<file path="src/rtl/intctl.sv">
// ---------------------------------------------------------------------------
// intctl - four-source edge-triggered interrupt controller
//
// Memory-mapped register window (selected externally) holding a pending
// latch per source, a mask register, a priority-resolved CAUSE register and
// a write-1-to-clear ACK register.  A three-state FSM (IDLE/REQ/SERVICE)
// raises a registered interrupt request towards the CPU, drops it when the
// CPU reads CAUSE, and holds off further requests until the in-service
// source has been acknowledged.
//
// Ports
//   clk      in   1   system clock, rising edge
//   rst_n    in   1   asynchronous active-low reset
//   sel      in   1   register window select
//   addr     in   4   byte offset inside the window ([1:0] ignored)
//   we       in   1   write strobe (qualified by sel)
//   re       in   1   read strobe (qualified by sel), CAUSE side effect only
//   wdata    in  32   write data
//   rdata    out 32   combinational read data of the addressed register
//   irq_src  in   4   synchronous level interrupt sources
//   intrq    out  1   registered interrupt request
//
// Register map (addr[3:2])
//   0 PEND  RO  [3:0] pending
//   1 MASK  RW  [3:0] mask
//   2 CAUSE RO  [31] valid, [1:0] id of lowest pending&mask source
//   3 ACK   WO  write 1 to clear the pending bit
// ---------------------------------------------------------------------------
module intctl #(
  parameter int NSRC = 4
) (
  input  logic             clk,
  input  logic             rst_n,
  input  logic             sel,
  input  logic [3:0]       addr,
  input  logic             we,
  input  logic             re,
  input  logic [31:0]      wdata,
  output logic [31:0]      rdata,
  input  logic [NSRC-1:0]  irq_src,
  output logic             intrq
);

  typedef enum logic [1:0] {
    ST_IDLE    = 2'd0,
    ST_REQ     = 2'd1,
    ST_SERVICE = 2'd2
  } state_t;

  localparam logic [1:0] REG_PEND  = 2'd0;
  localparam logic [1:0] REG_MASK  = 2'd1;
  localparam logic [1:0] REG_CAUSE = 2'd2;
  localparam logic [1:0] REG_ACK   = 2'd3;

  // Lowest-index set bit wins; result is {valid, id}.
  function automatic logic [2:0] pick_winner(input logic [NSRC-1:0] req);
    logic [2:0] res;
    res = 3'b000;
    for (int i = NSRC - 1; i >= 0; i--) begin
      if (req[i]) begin
        res = {1'b1, i[1:0]};
      end else begin
        res = res;
      end
    end
    return res;
  endfunction

  // State
  logic [NSRC-1:0] pending_r;
  logic [NSRC-1:0] mask_r;
  logic [NSRC-1:0] prev_r;
  logic            armed_r;
  state_t          state_r;
  logic [1:0]      insvc_r;
  logic            intrq_r;

  // Combinational helpers
  logic            mask_wr_s;
  logic            ack_wr_s;
  logic            cause_rd_s;
  logic [NSRC-1:0] set_s;
  logic [NSRC-1:0] clr_s;
  logic [NSRC-1:0] pending_next_s;
  logic [NSRC-1:0] active_vec_s;
  logic            active_s;
  logic [2:0]      winner_s;
  logic            win_valid_s;
  logic [1:0]      win_id_s;
  state_t          state_next_s;
  logic            intrq_next_s;
  logic            unused_s;

  assign mask_wr_s    = sel & we & (addr[3:2] == REG_MASK);
  assign ack_wr_s     = sel & we & (addr[3:2] == REG_ACK);
  assign cause_rd_s   = sel & re & (addr[3:2] == REG_CAUSE);
  assign active_vec_s = pending_r & mask_r;
  assign active_s     = |active_vec_s;
  assign winner_s     = pick_winner(active_vec_s);
  assign win_valid_s  = winner_s[2];
  assign win_id_s     = winner_s[1:0];
  assign intrq        = intrq_r;
  assign unused_s     = ^{addr[1:0], wdata[31:NSRC]};

  // Pending update: rising-edge set beats ACK clear on the same bit.
  // armed_r stays low for the first edge after reset so that a source
  // already high at reset release is not taken as a new edge.
  always_comb begin
    set_s          = '0;
    clr_s          = '0;
    pending_next_s = pending_r;
    if (armed_r) begin
      set_s = irq_src & ~prev_r;
    end else begin
      set_s = '0;
    end
    if (ack_wr_s) begin
      clr_s = wdata[NSRC-1:0];
    end else begin
      clr_s = '0;
    end
    pending_next_s = (pending_r & ~clr_s) | set_s;
  end

  // Source edge detector, pending latch and mask register.
  always_ff @(posedge clk or negedge rst_n) begin
    if (!rst_n) begin
      prev_r    <= '0;
      armed_r   <= 1'b0;
      pending_r <= '0;
      mask_r    <= '0;
    end else begin
      prev_r    <= irq_src;
      armed_r   <= 1'b1;
      pending_r <= pending_next_s;
      if (mask_wr_s) begin
        mask_r <= wdata[NSRC-1:0];
      end else begin
        mask_r <= mask_r;
      end
    end
  end

  // FSM state register; captures the winner id on entry to SERVICE.
  always_ff @(posedge clk or negedge rst_n) begin
    if (!rst_n) begin
      state_r <= ST_IDLE;
      insvc_r <= 2'd0;
    end else begin
      state_r <= state_next_s;
      if ((state_r == ST_REQ) && (state_next_s == ST_SERVICE)) begin
        insvc_r <= win_id_s;
      end else begin
        insvc_r <= insvc_r;
      end
    end
  end

  // FSM next-state logic.
  always_comb begin
    state_next_s = state_r;
    case (state_r)
      ST_IDLE: begin
        if (active_s) begin
          state_next_s = ST_REQ;
        end else begin
          state_next_s = ST_IDLE;
        end
      end
      ST_REQ: begin
        // Losing every request (mask or ACK) wins over a coincident read.
        if (!active_s) begin
          state_next_s = ST_IDLE;
        end else if (cause_rd_s) begin
          state_next_s = ST_SERVICE;
        end else begin
          state_next_s = ST_REQ;
        end
      end
      ST_SERVICE: begin
        if (!pending_r[insvc_r]) begin
          state_next_s = ST_IDLE;
        end else begin
          state_next_s = ST_SERVICE;
        end
      end
      default: begin
        state_next_s = ST_IDLE;
      end
    endcase
  end

  // FSM output logic: request is high exactly while the FSM sits in REQ.
  always_comb begin
    intrq_next_s = 1'b0;
    if (state_next_s == ST_REQ) begin
      intrq_next_s = 1'b1;
    end else begin
      intrq_next_s = 1'b0;
    end
  end

  // Registered interrupt request output.
  always_ff @(posedge clk or negedge rst_n) begin
    if (!rst_n) begin
      intrq_r <= 1'b0;
    end else begin
      intrq_r <= intrq_next_s;
    end
  end

  // Read data mux; unused bits and the ACK address read as zero.
  always_comb begin
    rdata = 32'd0;
    case (addr[3:2])
      REG_PEND:  rdata = {{(32-NSRC){1'b0}}, pending_r};
      REG_MASK:  rdata = {{(32-NSRC){1'b0}}, mask_r};
      REG_CAUSE: rdata = {win_valid_s, 29'd0, win_id_s};
      REG_ACK:   rdata = 32'd0;
      default:   rdata = 32'd0;
    endcase
  end

endmodule

</file>
<file path="config.mk">
export PLATFORM = sky130hd
export DESIGN_NAME = intctl
export DESIGN_NICKNAME = d
export VERILOG_FILES = /design/src/rtl/intctl.sv
export SDC_FILE = /design/constraint.sdc
export NUM_CORES = 1
export LEC_CHECK = 0
export CORE_ASPECT_RATIO = 0.6
export CORE_UTILIZATION = 34
export CTS_BUF_LIST = sky130_fd_sc_hd__clkbuf_8
export CTS_CLUSTER_SIZE = 30
export DETAILED_ROUTE_END_ITERATION = 12
export PLACE_DENSITY = 0.81
export SETUP_SLACK_MARGIN = 0.1
export SLEW_MARGIN = 40
export SYNTH_ARGS = -nofsm -noshare
export SYNTH_HDL_FRONTEND = slang
export SYNTH_SLANG_ARGS = --single-unit
export TNS_END_PERCENT = 1
</file>
<file path="constraint.sdc">
create_clock -name clk -period 2.2 [get_ports clk]
set_input_delay 0.33 -clock clk [delete_from_list [all_inputs] [get_ports clk]]
set_output_delay 0.33 -clock clk [all_outputs]
set_load 0.01 [all_outputs]
</file>
==> results.tsv, run 1 <==
stage	metric	value	unit
die	core.rowCount	15	
worst_setup_path	worst-endpoint-required	1.87	ns
routing	via_count	695	
global_routing	first_global_vias	618	
routing	firstDrtPassIters	4	
placement	dp_hpwl	1.44	mm
synth	yosysSeqAreaShare	43.8	%
die	fp.dieArea	0.00325	mm^2
hold_path	min_path_type	input pin to asynchronous set/reset pin	
synth	syn_inst	99	
layout	nets	168	
routing	wl_per_cell	11.1	um
status	outcome	complete, but fails checks	
clocking	cts_hold_buffers	0	
status	failed_checks	negative hold slack	
timing	layout_worst_path_cycle_share	88.3	%
worst_setup_path	setup.worst_path.end_class	output port	
routing	drt-total-wl	1.82	mm
power_and_ir_drop	max-vdd-ir-drop	392	uV
synth	compound_gate_portion_of_the_synthesized_area	7.55	%
timing	max_freq	515	MHz
synth	yosys_warnings	0	
global_routing	grt_overflow	0	
timing	final-setup-viol-count	0	
routing	drt_iter0_drc	25	
die	start_util	35.8	%
timing	skew	0.000313	ns
synth	netlist_area	0.00103	mm^2
synth	synthSimpleGateAreaFrac	13.9	%
power_and_ir_drop	leakage_power	0.589	nW
synth	yosys.area.top_type	sky130_fd_sc_hd__dfrtp_1	
synth	synth_top_area_share	43.8	%
layout	layout.area.seq	452	um^2
timing	whs	-0.00480	ns
timing	final_hold_viol_count	18	
layout	post_layout_nonfiller_instances	164	
layout	fillerInstances	291	
timing	final.setup.tns	0	ns
die	die_width	73.0	um
synth	synth_top_family_by_area	buffers and inverters	
die	dieHeight	44.6	um
global_routing	grt_usage	12.3	%
synth	yosys.area_share.xor_xnor	0	%
clocking	cts_sinks	18	
routing	average_via_count_per_standard_cell	4.24	
placement	port-buffer-count	20	
die	design.core.area	0.00287	mm^2
placement	place.detailed.instances	160	
synth	synth.avg_cell_area	10.4	um^2
clocking	clock_insertion_delay_worst_skew	0.25	ns
worst_setup_path	cp_data_arrival_time	1.61	ns
die	design.portCount	78	
synth	yosysUniqueCellTypes	27	
synth	synth_top_cells_by_count	27 x sky130_fd_sc_hd__buf_4, 18 x sky130_fd_sc_hd__dfrtp_1, 13 x sky130_fd_sc_hd__nand2_1	
clocking	postCtsSetupRepairBufs	0	
routing	route.detailed.drc	0	
synth	synth_top_flop_cell	sky130_fd_sc_hd__dfrtp_1	
layout	n_antenna_cell	0	
layout	multi_input_comb_area	452	um^2
synth	ys_ff_latch	18	
clocking	clock_tree.root_cell	sky130_fd_sc_hd__clkbuf_8	
global_routing	antenna_found_initial	0	
synth	most_frequent_cell_after_synthesis	sky130_fd_sc_hd__buf_4	
synth	asyncSetResetFlopFracSynth	100	%
worst_setup_path	crit_type	flip-flop to output port	
power_and_ir_drop	powerDensity	789	mW/mm^2
synth	synth_edf_count	0	
clocking	htree_num_levels	1	
global_routing	grt_start_max_net_pins	19	
worst_setup_path	critPathMaxFanout	4	
clocking	cts.clk_slew.worst_paths	0.06	ns
synth	synth_fa_ha_area_share	0	%
timing	worst_slack	0.256	ns
timing	slew_violations	0	
layout	areaGrowthSynthToFinish	19.7	%
timing	unrepaired_setup_endpoints_after_global_routing	false	
timing	final_period_minus_worst_setup_slack	1.94	ns
clocking	clock_tree_from_tritoncts	done	
clocking	numCtsBuffers	3	
global_routing	first_pass_grt_wire_length	2.90	mm
synth	netlist_top_cells_area	sky130_fd_sc_hd__dfrtp_1 44%, sky130_fd_sc_hd__buf_4 20%, sky130_fd_sc_hd__nand2_1 4.8%	
placement	routabilityCongestion	0.860	
synth	mux_cell_area_share_after_synthesis	11.9	%
clocking	max-clock-path-buffers	2	
layout	drive_above_1_share	13.9	%
layout	final_util	42.8	%
worst_setup_path	startpoint_type	flip-flop	
routing	route.antenna.remaining_nets	0	
job	maxCapViolations	0	
placement	post-place-ws	-0.00205	ns
[final timing paths]
check                              from      endpoint  slack, ns  depth (start not counted)
hold / removal                    rst_n     prev_r[1]     -0.005                          1
min in group clk              prev_r[2]  pending_r[2]       0.43                          1
hold reg to reg               prev_r[2]  pending_r[2]       0.43                          1
setup reg to reg           pending_r[0]    insvc_r[1]       0.53                          4
max in group asynchronous         rst_n  pending_r[1]       1.91                          1
setup / recovery           pending_r[2]      rdata[0]       0.26                          5
[placed cells by master (no fill, tap or decap)]
cell / Yosys / final
sky130_fd_sc_hd__conb_1: 2 / 28
sky130_fd_sc_hd__buf_4: 27 / 2
sky130_fd_sc_hd__dfrtp_1: 18 / 17
sky130_fd_sc_hd__mux2_2: 4 / 4
sky130_fd_sc_hd__a22o_1: 1 / 1
sky130_fd_sc_hd__inv_1: 4 / 4
sky130_fd_sc_hd__clkbuf_8: 0 / 4
sky130_fd_sc_hd__mux2_4: 1 / 1
sky130_fd_sc_hd__nand4b_1: 1 / 1
sky130_fd_sc_hd__nand4_1: 1 / 1
sky130_fd_sc_hd__buf_2: 1 / 1
sky130_fd_sc_hd__mux4_2: 1 / 1
sky130_fd_sc_hd__nor3b_1: 3 / 3
sky130_fd_sc_hd__nor2_1: 2 / 2
sky130_fd_sc_hd__nor2b_1: 1 / 1
sky130_fd_sc_hd__or3_4: 1 / 1
sky130_fd_sc_hd__o21ai_0: 1 / 1
sky130_fd_sc_hd__o22ai_1: 2 / 2
sky130_fd_sc_hd__clkdlybuf4s50_1: 0 / 14
sky130_fd_sc_hd__a31oi_1: 1 / 1
sky130_fd_sc_hd__a32o_1: 4 / 4
sky130_fd_sc_hd__and4_1: 1 / 1
sky130_fd_sc_hd__and3b_1: 1 / 1
sky130_fd_sc_hd__a21oi_2: 0 / 1
sky130_fd_sc_hd__or2_2: 1 / 1
sky130_fd_sc_hd__mux2i_1: 4 / 4
sky130_fd_sc_hd__dlygate4sd2_1: 0 / 5
sky130_fd_sc_hd__dfrtp_2: 0 / 1
sky130_fd_sc_hd__nand2_1: 13 / 13
sky130_fd_sc_hd__nand3b_1: 1 / 1
[report_power, final]
part / leakage, nW / switching (mW) / internal, mW / total [mW]
combinational: 0.354 / 0.119 / 0.141 / 0.260
sequential: 0.206 / 0.0520 / 0.395 / 0.447
clock: 0.0288 / 0.104 / 0.159 / 0.263
total: 0.589 / 0.274 / 0.695 / 0.970
[critical path, stage by stage, from the launching register on]
cell,delay (ns)
sky130_fd_sc_hd__dfrtp_1,0.39
sky130_fd_sc_hd__nand2_1,0.12
sky130_fd_sc_hd__a32o_1,0.29
sky130_fd_sc_hd__a31oi_1,0.16
sky130_fd_sc_hd__o22ai_1,0.10
sky130_fd_sc_hd__dlygate4sd2_1,0.30
[sequential cells by signal (all words and copies together), names as in the netlist]
register   cells
armed_r        1
insvc_r        2
intrq          1
mask_r         4
pending_r      4
prev_r         4
state_r        2
[cell families (layout without fill, tap and decap cells)]
kind of cell / after synthesis / in the layout
other: 2 / 28
buffers and inverters: 33 / 30
multiplexers: 10 / 10
AND/OR/NAND/NOR: 26 / 26
flip-flops: 18 / 18
AO/OA/AOI/OAI: 10 / 10
[final cells by class]
| cell class | count | share of cell area [%] |
|---|---|---|
| multi-input cells | 74 | 36.7 |
| clock buffers | 4 | 4.48 |
| inverters | 4 | 1.22 |
| flip-flops and latches | 18 | 36.7 |
| repair buffers | 22 | 16.6 |
| well taps | 42 | 4.27 |
[through the flow]
stage / instance area [um^2] / total power [mW]
2_1_floorplan: 1120 / 0.640
3_3_place_gp: 1180 / 0.702
5_1_grt: 1230 / 1.03
4_1_cts: 1230 / 0.979
3_5_place_dp: 1180 / 0.717
6_report: 1230 / 0.970
[layer usage]
metal	track usage, %	part of all wire [%]	vias up
met5	0	0	-
met4	1.18	0	0
met3	5.24	13	0
met2	18.7	42	40
met1	16.9	45	326
li1	-	-	329
[timing repair]
item	4_1_cts	5_1_grt
gates resized for setup	7	0
endpoints found under the setup margin	5	0
hold endpoints to repair	0	0
No activity file was read; power rests on OpenSTA's default activity.
==> run 2: changes to the inputs <==
CORE_UTILIZATION = 45   (was 34)
DONT_BUFFER_PORTS = 1   (was default)
PLACE_DENSITY = default   (was 0.81)
REMOVE_ABC_BUFFERS = 1   (was default)
==> run 2 against run 1 <==
Compared with the run above: highest routed layer unchanged; clock power shrank 16%; critical path depth shrank 1; worst hold slack gained 0.0033 ns; sequential power is essentially flat; clock-buffer cell count shrank 1; largest cell class unchanged; via count shrank 13%; flip-flop and latch count is the same; design area shrank 19%; sequential share of layout area grew 8.6 points; the run still ends with negative hold slack left; maximum frequency grew 9.7%.
==> results.tsv, run 2 (synthesis gave the netlist of run 1 again) <==
stage	metric	value	unit	change
power_and_ir_drop	power.share.combinational	22.0	%	was 26.8%
global_routing	global_route.usage.met1	20.7	%	was 16.9%
layout	layout.area.seq	450	um^2	was 452 um^2
routing	drt-total-wl	1.68	mm	was 1.82 mm
worst_setup_path	crit_slowest_cell	sky130_fd_sc_hd__dfrtp_1		unchanged
die	design.portCount	78		unchanged
layout	most_frequent_cells_in_the_layout	28 x sky130_fd_sc_hd__conb_1, 18 x sky130_fd_sc_hd__dfrtp_1, 13 x sky130_fd_sc_hd__nand2_1		was 28 x sky130_fd_sc_hd__conb_1, 17 x sky130_fd_sc_hd__dfrtp_1, 14 x sky130_fd_sc_hd__clkdlybuf4s50_1, 13 x sky130_fd_sc_hd__nand2_1, 5 x sky130_fd_sc_hd__dlygate4sd2_1
global_routing	grt_start_max_net_pins	19		unchanged
global_routing	first_pass_grt_wire_length	2.79	mm	was 2.90 mm
die	design.core.area	0.00200	mm^2	was 0.00287 mm^2
power_and_ir_drop	max-vdd-ir-drop	404	uV	was 392 uV
timing	max_freq	564	MHz	was 515 MHz
power_and_ir_drop	sequentialPowerShare	52.3	%	was 46.1%
global_routing	antenna_found_initial	0		unchanged
layout	final_common_cell	sky130_fd_sc_hd__conb_1		unchanged
clocking	cts_hold_buffers	1		was 0
timing	whs	-0.00148	ns	was -0.00480 ns
worst_setup_path	startpoint_type	flip-flop		unchanged
routing	wl_per_cell	13.1	um	was 11.1 um
layout	multi_input_comb_area	448	um^2	was 452 um^2
timing	final_period_minus_worst_setup_slack	1.77	ns	was 1.94 ns
die	core.rowCount	12		was 15
die	fp.dieArea	0.00248	mm^2	was 0.00325 mm^2
routing	route.detailed.drc	0		unchanged
worst_setup_path	critical-path-max-stage-delay	0.41	ns	was 0.39 ns
clocking	postCtsSetupRepairBufs	0		unchanged
global_routing	grt_use_met2	23.4	%	was 18.7%
power_and_ir_drop	leakage_power	0.488	nW	was 0.589 nW
timing	final_hold_viol_count	3		was 18
clocking	cts_sinks	18		unchanged
routing	via_count	607		was 695
die	die_width	63.7	um	was 73.0 um
routing	firstDrtPassIters	4		unchanged
die	start_util	51.4	%	was 35.8%
layout	finalInstanceArea	995	um^2	was 0.00123 mm^2
clocking	clock_tree.root_cell	sky130_fd_sc_hd__clkbuf_8		unchanged
worst_setup_path	worst-endpoint-required	1.87	ns	about the same
power_and_ir_drop	internal_power	0.610	mW	was 0.695 mW
worst_setup_path	crit_type	flip-flop to output port		unchanged
routing	route.antenna.remaining_nets	0		unchanged
global_routing	met3_usage	7.65	%	was 5.24%
placement	dp_hpwl	1.33	mm	was 1.44 mm
worst_setup_path	setup.worst_path.end_class	output port		unchanged
layout	n_antenna_cell	0		unchanged
worst_setup_path	worstReg2RegEnd	insvc_r[1]		unchanged
worst_setup_path	cp_data_arrival_time	1.44	ns	was 1.61 ns
worst_setup_path	worst_r2r_start	pending_r[1]		was pending_r[0]
timing	skew	0.00203	ns	was 0.000313 ns
layout	areaGrowthSynthToFinish	-3.17	%	was 19.7%
worst_setup_path	setup_slack_of_the_most_critical_reg_to_reg_path	0.56	ns	was 0.53 ns
worst_setup_path	startpoint	mask_r[0]		was pending_r[2]
worst_setup_path	worstPathCellList	a22o_1 -> a21oi_1 -> mux2i_1 -> o22ai_1		was nand2_1 -> a32o_1 -> a31oi_1 -> o22ai_1 -> dlygate4sd2_1
job	maxCapViolations	0		unchanged
routing	average_via_count_per_standard_cell	4.74		was 4.24
power_and_ir_drop	power.share.clock	25.7	%	was 27.1%
placement	routabilityCongestion	0.802		was 0.860
power_and_ir_drop	switching_share	28.9	%	was 28.3%
clocking	numCtsBuffers	3		unchanged
global_routing	grt-busiest-layer	met2		unchanged
placement	port-buffer-count	0		was 20
clocking	cts.clk_slew.worst_paths	0.06	ns	about the same
routing	drt_iter0_drc	22		was 25
layout	drive_above_1_share	12.0	%	was 13.9%
status	failed_checks	negative hold slack		unchanged
clocking	clock_insertion_delay_worst_skew	0.25	ns	about the same
clocking	max-clock-path-buffers	2		unchanged
global_routing	first_global_vias	573		was 618
power_and_ir_drop	powerDensity	862	mW/mm^2	was 789 mW/mm^2
hold_path	min_path_type	input pin to asynchronous set/reset pin		unchanged
die	dieHeight	39.0	um	was 44.6 um
worst_setup_path	critPathMaxFanout	4		unchanged
global_routing	grt_overflow	0		unchanged
clocking	ctsResizeCount	0		was 7
status	outcome	complete, but fails checks		unchanged
worst_setup_path	ff2ff_path_depth	4		unchanged
placement	post_dp_cell_area	948	um^2	was 0.00118 mm^2
clocking	clock_tree_from_tritoncts	done		unchanged
layout	largestRegisters	mask_r x4, pending_r x4, prev_r x4		unchanged
timing	final.setup.tns	0	ns	unchanged
layout	nets	147		was 168
power_and_ir_drop	p_switching	0.248	mW	was 0.274 mW
timing	slew_violations	0		unchanged
timing	layout_worst_path_cycle_share	80.5	%	was 88.3%
clocking	htree_num_levels	1		unchanged
layout	fillerInstances	192		was 291
timing	unrepaired_setup_endpoints_after_global_routing	false		unchanged
timing	final-setup-viol-count	0		unchanged
global_routing	grt_usage	15.8	%	was 12.3%
-- run 2: changes by cell type in the layout (fill, tap and decap cells not counted), sizes merged --
cell           change
clkbuf             -1
clkdlybuf4s50     -14
dlygate4sd2        -5
buf                -2
-- run 2: worst max-delay path by stage --
stage | endpoint | slack, ns
6_report | rdata[1] | 0.43
5_1_grt | rdata[1] | 0.32
4_1_cts | rdata[1] | 0.42
3_5_place_dp | insvc_r[1] | 0.57
3_3_place_gp | insvc_r[1] | 0.59
2_1_floorplan | insvc_r[1] | 0.68
-- run 2: power by group through the flow --
stage / combinational (mW) / clock [mW] / sequential [mW]
global placement: 0.177 / 0 / 0.454
global route: 0.211 / 0.247 / 0.457
CTS: 0.190 / 0.232 / 0.449
detailed placement: 0.181 / 0 / 0.455
floorplan: 0.160 / 0 / 0.440
finish: 0.189 / 0.220 / 0.449
-- run 2: layout make-up --
class,count,share of cell area (%)
clock buffer,3,4.15
inverter,4,1.51
timing repair buffer,1,0.503
sequential,18,45.3
multi-input combinational,74,45.0
tap,28,3.52
-- run 2: metrics by stage --
stage / std cells / utilization [%] / hold slack, ns / power [mW] / setup WS [ns]
after floorplan: 96 / - / 0.0344 / 0.600 / 0.685
after global placement: 124 / 47.5 / 0.0347 / 0.630 / 0.594
after detailed placement: 124 / 47.5 / 0.0347 / 0.636 / 0.574
after CTS: 128 / 50.1 / 0.0973 / 0.871 / 0.420
after global routing: 128 / 49.8 / 0.0289 / 0.915 / 0.320
final: 128 / 49.8 / -0.00148 / 0.857 / 0.428
-- run 2: critical path: cells and delay by family, from the launching register on --
family	cells	cell delay [ns]
AO/OA/AOI/OAI	3	0.68
flip-flops	1	0.41
multiplexers	1	0.10
-- run 2: metal layers --
| metal | routed length, um | vias to the layer above |
|---|---|---|
| met5 | 0 | - |
| met2 | 637 | 43 |
| li1 | - | 287 |
| met3 | 195 | 0 |
| met1 | 842 | 277 |
| met4 | 0 | 0 |
==> RTL edit 1 (config.mk and constraints of run 1) <==
Re-encode `state_t` (3 states) as one-hot, 3 bits wide.
--- a/src/rtl/intctl.sv
+++ b/src/rtl/intctl.sv
@@ -42,8 +42,8 @@
 );
 
-  typedef enum logic [1:0] {
-    ST_IDLE    = 2'd0,
-    ST_REQ     = 2'd1,
-    ST_SERVICE = 2'd2
+  typedef enum logic [2:0] {
+    ST_IDLE    = 3'b001,
+    ST_REQ     = 3'b010,
+    ST_SERVICE = 3'b100
   } state_t;
 
Behaviour: no difference found for any inputs over 10 cycles, from zero or initial values and one cycle with rst_n low; not proved beyond that.
==> RTL edit 1 against run 1 <==
Count of clock-buffer cells in the layout shrank 1. Setup slack lost 110 ps. Wire length grew 9.9%. Final area grew 9.3%. Power grew 6.9%. Synthesized area grew 7.9%. Sequential share of layout area shrank 1.2 points. Clock power shrank 11%. Critical path depth is the same. Sequential cell count grew 1. Largest cell class is now multi-input gates. Largest power group unchanged.
==> RTL edit 1: results (changes against run 1) <==
| Metric | Value |
|---|---|
| Sum of routed wire length over all layers | 2.00 mm (+9.9%) |
| Number of fill cells | 275 (-5.5%) |
| Total routing usage reported by global routing | 13.0% (+0.70 points) |
| Highest net fanout along the worst path | 7 (+3) |
| Run status | completed |
| Pin count of the biggest net entering global routing | 20 (+1) |
| Worst Path Arrival | 1720 ps (+110 ps) |
| Final non-filler cell total | 172 (+4.9%) |
| Master of the slowest instance on the critical path | sky130_fd_sc_hd__clkdlybuf4s50_1 |
| Most instantiated flip-flop cell in the synthesis netlist | sky130_fd_sc_hd__dfrtp_1 |
| Count of routing violations after the opening detailed-route iteration | 29 (+16%) |
| Synth top cells by count | sky130_fd_sc_hd__buf_4, sky130_fd_sc_hd__dfrtp_1, sky130_fd_sc_hd__nand2_1 |
| Largest registers in the final layout | mask_r (4), pending_r (4), prev_r (4) |
| Number of vias per cell | 4.37 (+3.0%) |
| Fraction of final layout cells with drive strength greater than 1 | 15.4% (+1.5 points) |
| Half-perimeter wire length after placement | 1.65 mm (+15%) |
| Clk Tree Root Cell | sky130_fd_sc_hd__clkbuf_8 |
| Worst-case setup slack after placement | -30.2 ps (-28.1 ps) |
| Number of distinct library cells after synthesis | 31 (+15%) |
| Power density over cell area | 771 nW/µm² (-2.2%) |
| Final GP Congestion | 0.788 (-8.4%) |
| IR drop worst, VDD | 0.454 mV (+16%) |
| Diodes inserted | 0 (unchanged) |
| Via count of the first global-routing pass | 685 (+11%) |
| First-pass GRT wire length | 3.21 mm (+11%) |
| LEAKAGE | 0.635 nW (+7.9%) |
| Sequential cell area fraction in the yosys report | 43.0% (-0.85 points) |
| Cell family contributing the most delay on the critical path | buffers and inverters |
| Mean post-synth cell area | 10.7 µm² (+2.7%) |
| CP peak stage delay | 540 ps (+150 ps) |
| Maximum clock skew at final layout | 5.60 ps (+5.28 ps) |
| Placed cells | 168 (+5.0%) |
| Synth top area cells | sky130_fd_sc_hd__dfrtp_1, sky130_fd_sc_hd__buf_4, sky130_fd_sc_hd__mux2_1 |
| Count of nets after finishing | 176 (+4.8%) |
| Fraction of registers with async set/reset | 100% (unchanged) |
==> RTL edit 1: path summary, 6_finish.rpt <==
check                              from           end  slack [ps]  cells past startpoint
setup / recovery                addr[2]      rdata[2]         150                      5
hold / removal                    rst_n     mask_r[1]         400                      2
setup reg to reg           pending_r[0]    state_r[2]         660                      5
hold reg to reg               prev_r[2]  pending_r[2]         430                      1
max in group asynchronous         rst_n    state_r[0]        1540                      2
min in group clk              prev_r[2]  pending_r[2]         430                      1
==> RTL edit 1: per-layer routing <==
metal / track usage (%) / part of all wire, % / wire length [µm]
met1: 18.1 / 51 / 1030
met5: 0 / 0 / 0
met3: 3.94 / 5.9 / 118
met2: 19.8 / 43 / 854
met4: 3.33 / 0 / 0
==> RTL edit 1: timing repair <==
action	CTS	global route
hold buffers	0	0
hold endpoints to repair	0	0
pin swaps	0	0
resized for setup	3	4
endpoints found under the setup margin	3	1
==> RTL edit 1: cell families (layout without fill, tap and decap cells) <==
kind of cell	count (synthesis)	count (layout)	synth area share, %
AO/OA/AOI/OAI	16	16	11.5
flip-flops	19	19	43.0
multiplexers	10	10	11.2
AND/OR/NAND/NOR	24	24	12.9
buffers and inverters	33	33	20.8
other	2	28	0.677
==> RTL edit 1: worst register-to-register path, stage by stage (launching register included) <==
cell	delay (ps)
sky130_fd_sc_hd__dfrtp_1	440
sky130_fd_sc_hd__buf_4	170
sky130_fd_sc_hd__mux4_1	480
sky130_fd_sc_hd__nand2_1	80
sky130_fd_sc_hd__nor3_1	50
sky130_fd_sc_hd__or2_1	210
==> RTL edit 1: stage by stage <==
stage | total power, mW | cell area, µm² | setup TNS (ps)
after floorplan | 0.701 | 1210 | 0
after global placement | 0.778 | 1280 | -34.8
after detailed placement | 0.803 | 1280 | -30.2
after CTS | 1.04 | 1330 | -34.0
after global routing | 1.11 | 1340 | 0
final | 1.04 | 1340 | 0
==> RTL edit 1: power breakdown <==
group	internal, mW	switching, mW
Combinational	0.160	0.150
Sequential	0.425	0.0684
Clock	0.126	0.108
==> RTL edit 1: layout make-up <==
cell class                      instances  area share, %
Sequential cell                        19           35.5
Clock buffer                            3           3.07
Tap cell                               42           3.91
Multi-Input combinational cell         78           38.4
Timing Repair Buffer                   25           17.7
Inverter                                4           1.12
Clock inverter                          1          0.372
==> RTL edit 2 (config.mk and constraints of run 1) <==
Without the edit above. Set the parameter `NSRC` to 2 (it was 4).
--- a/src/rtl/intctl.sv
+++ b/src/rtl/intctl.sv
@@ -28,5 +28,5 @@
 // ---------------------------------------------------------------------------
 module intctl #(
-  parameter int NSRC = 4
+  parameter int NSRC = 2
 ) (
   input  logic             clk,
Interface: changed (resized irq_src); port bits go from 78 to 76. The function was not compared with the original's and may differ.
==> RTL edit 2 against run 1 <==
First-iteration DRC count shrank 40%. Synthesized area is 29% lower. Critical path depth fell by 1. Wire length shrank 38%. Final area is 32% lower. Sequential cell count fell by 7. Synthesized cell count fell by 22%. Sequential share of layout area decreased by 3.6 points. Setup slack lost 83 ps. Power down 37%. Highest routed layer unchanged.
==> RTL edit 2: results (changes against run 1) <==
| Metric | Value |
|---|---|
| Final GP Congestion | 0.743 (-14%) |
| Worst Path Arrival | 1700 ps (+90 ps) |
| Run status | completed |
| Clock insertion delay at the later pin of the skew report | 230 ps (-20 ps) |
| Part of the total power dissipated in the clock network | 31.6% (+4.5 points) |
| Total routing usage reported by global routing | 9.70% (-2.6 points) |
| Number of fill cells | 192 (-34%) |
| Synth top area cells | sky130_fd_sc_hd__dfrtp_1, sky130_fd_sc_hd__buf_4, sky130_fd_sc_hd__mux2i_1 |
| Number of distinct library cells after synthesis | 20 (-26%) |
| Flip-flop and latch count after synthesis | 11 (-7) |
| FF/Latch Area | 275 µm² (-39%) |
| Comb_multi_in | 63 (-15%) |
| Routed WL per cell | 9.30 µm (-16%) |
| Fraction of standard cell area in multi-input logic | 39.7% (+3.0 points) |
| Register-to-Register Path Depth | 3 (-1) |
| Reg-to-Reg End | state_r[1] |
| First-pass GRT wire length | 1.59 mm (-45%) |
| Count of routing violations after the opening detailed-route iteration | 15 (-40%) |
| Launching instance or port of the critical path | addr[2] |
| Power density over cell area | 734 nW/µm² (-6.9%) |
| Resized cells post-CTS | 1 (-6) |
| Combinational logic power | 0.152 mW (-42%) |
| Master of the slowest instance on the critical path | sky130_fd_sc_hd__clkdlybuf4s50_1 |
| Half-perimeter wire length after placement | 921 µm (-36%) |
| CP peak stage delay | 540 ps (+150 ps) |
| Hold Fails Final Rpt | 0 (-18) |
| End point of the critical path | rdata[31] |
| Worst-case setup slack after placement | 89.5 ps (+91.5 ps) |
| LEAKAGE | 0.402 nW (-32%) |
| Synth top cells by count | sky130_fd_sc_hd__buf_4, sky130_fd_sc_hd__dfrtp_1, sky130_fd_sc_hd__nand2_1 |
| Port Buf Inserts | 14 (-30%) |
| Maximum clock skew at final layout | 5.24 ps (+4.92 ps) |
| Non-clock buffers | 14 (-36%) |
| Cell Int Power | 0.428 mW (-38%) |
| Register-to-register setup slack | 1050 ps (+520 ps) |
| Setup ws final | 174 ps (-82.8 ps) |
| Detailed Routing Iterations Pass 1 | 3 (-1) |
| Via count of the first global-routing pass | 417 (-33%) |
| Sequential cell area fraction in the yosys report | 37.9% (-5.9 points) |
| Fraction of final layout cells with drive strength greater than 1 | 7.45% (-6.5 points) |
| Pin count of the biggest net entering global routing | 12 (-7) |
| Number of signal-net inverters in the final layout | 2 (-2) |
| Signal buf overhead | 16.7% (+0.11 points) |
RTL edit 2: cell types whose count changed after synthesis, sizes merged, moves of 2 or more:
cell / run 1 / this run
nor2: 2 / 6
mux2: 5 / 0
inv: 4 / 2
nor3: 0 / 2
a32o: 4 / 0
nand2: 13 / 6
dfrtp: 18 / 11
nor3b: 3 / 0
nand3: 0 / 2
o21ai: 1 / 5
RTL edit 2: through the flow:
stage	power (mW)	utilization [%]	std cells	cell area, µm²	hold slack (ps)
after floorplan	0.392	-	105	831	34.4
after global placement	0.415	41.0	118	788	419
after detailed placement	0.422	41.0	118	788	437
after CTS	0.616	43.3	122	832	437
after global routing	0.649	43.3	122	832	459
final	0.611	43.3	122	832	419
RTL edit 2: worst reg2reg max path: stages (launching register included):
cell and delay [ps]:
sky130_fd_sc_hd__dfrtp_1 410, sky130_fd_sc_hd__a22oi_1 330, sky130_fd_sc_hd__nor2_1 80, sky130_fd_sc_hd__a22o_1 210
RTL edit 2: per-layer routing:
layer | vias to the layer above | track usage [%] | share of wire, %
li1 | 228 | - | -
met1 | 219 | 11.4 | 46
met2 | 27 | 16.7 | 46
met3 | 0 | 4.15 | 7.8
met4 | 0 | 1.67 | 0
met5 | - | 0 | 0
RTL edit 2: cell families after synthesis:
group           after synthesis  share of synthesized area [%]
mux                           3                           4.14
compound gates                9                           8.62
flops                        11                           37.9
simple gates                 21                           17.2
buf+inv                      31                           31.0
other cells                   2                           1.03
RTL edit 2: worst min path at each step:
stage,from,to,slack [ps],cells after the start
after floorplan,rst_n,armed_r,30,0
after global placement,prev_r[0],pending_r[0],420,1
after detailed placement,prev_r[0],pending_r[0],440,1
after CTS,rst_n,prev_r[0],440,1
after global routing,rst_n,mask_r[0],460,1
final,rst_n,mask_r[0],420,1
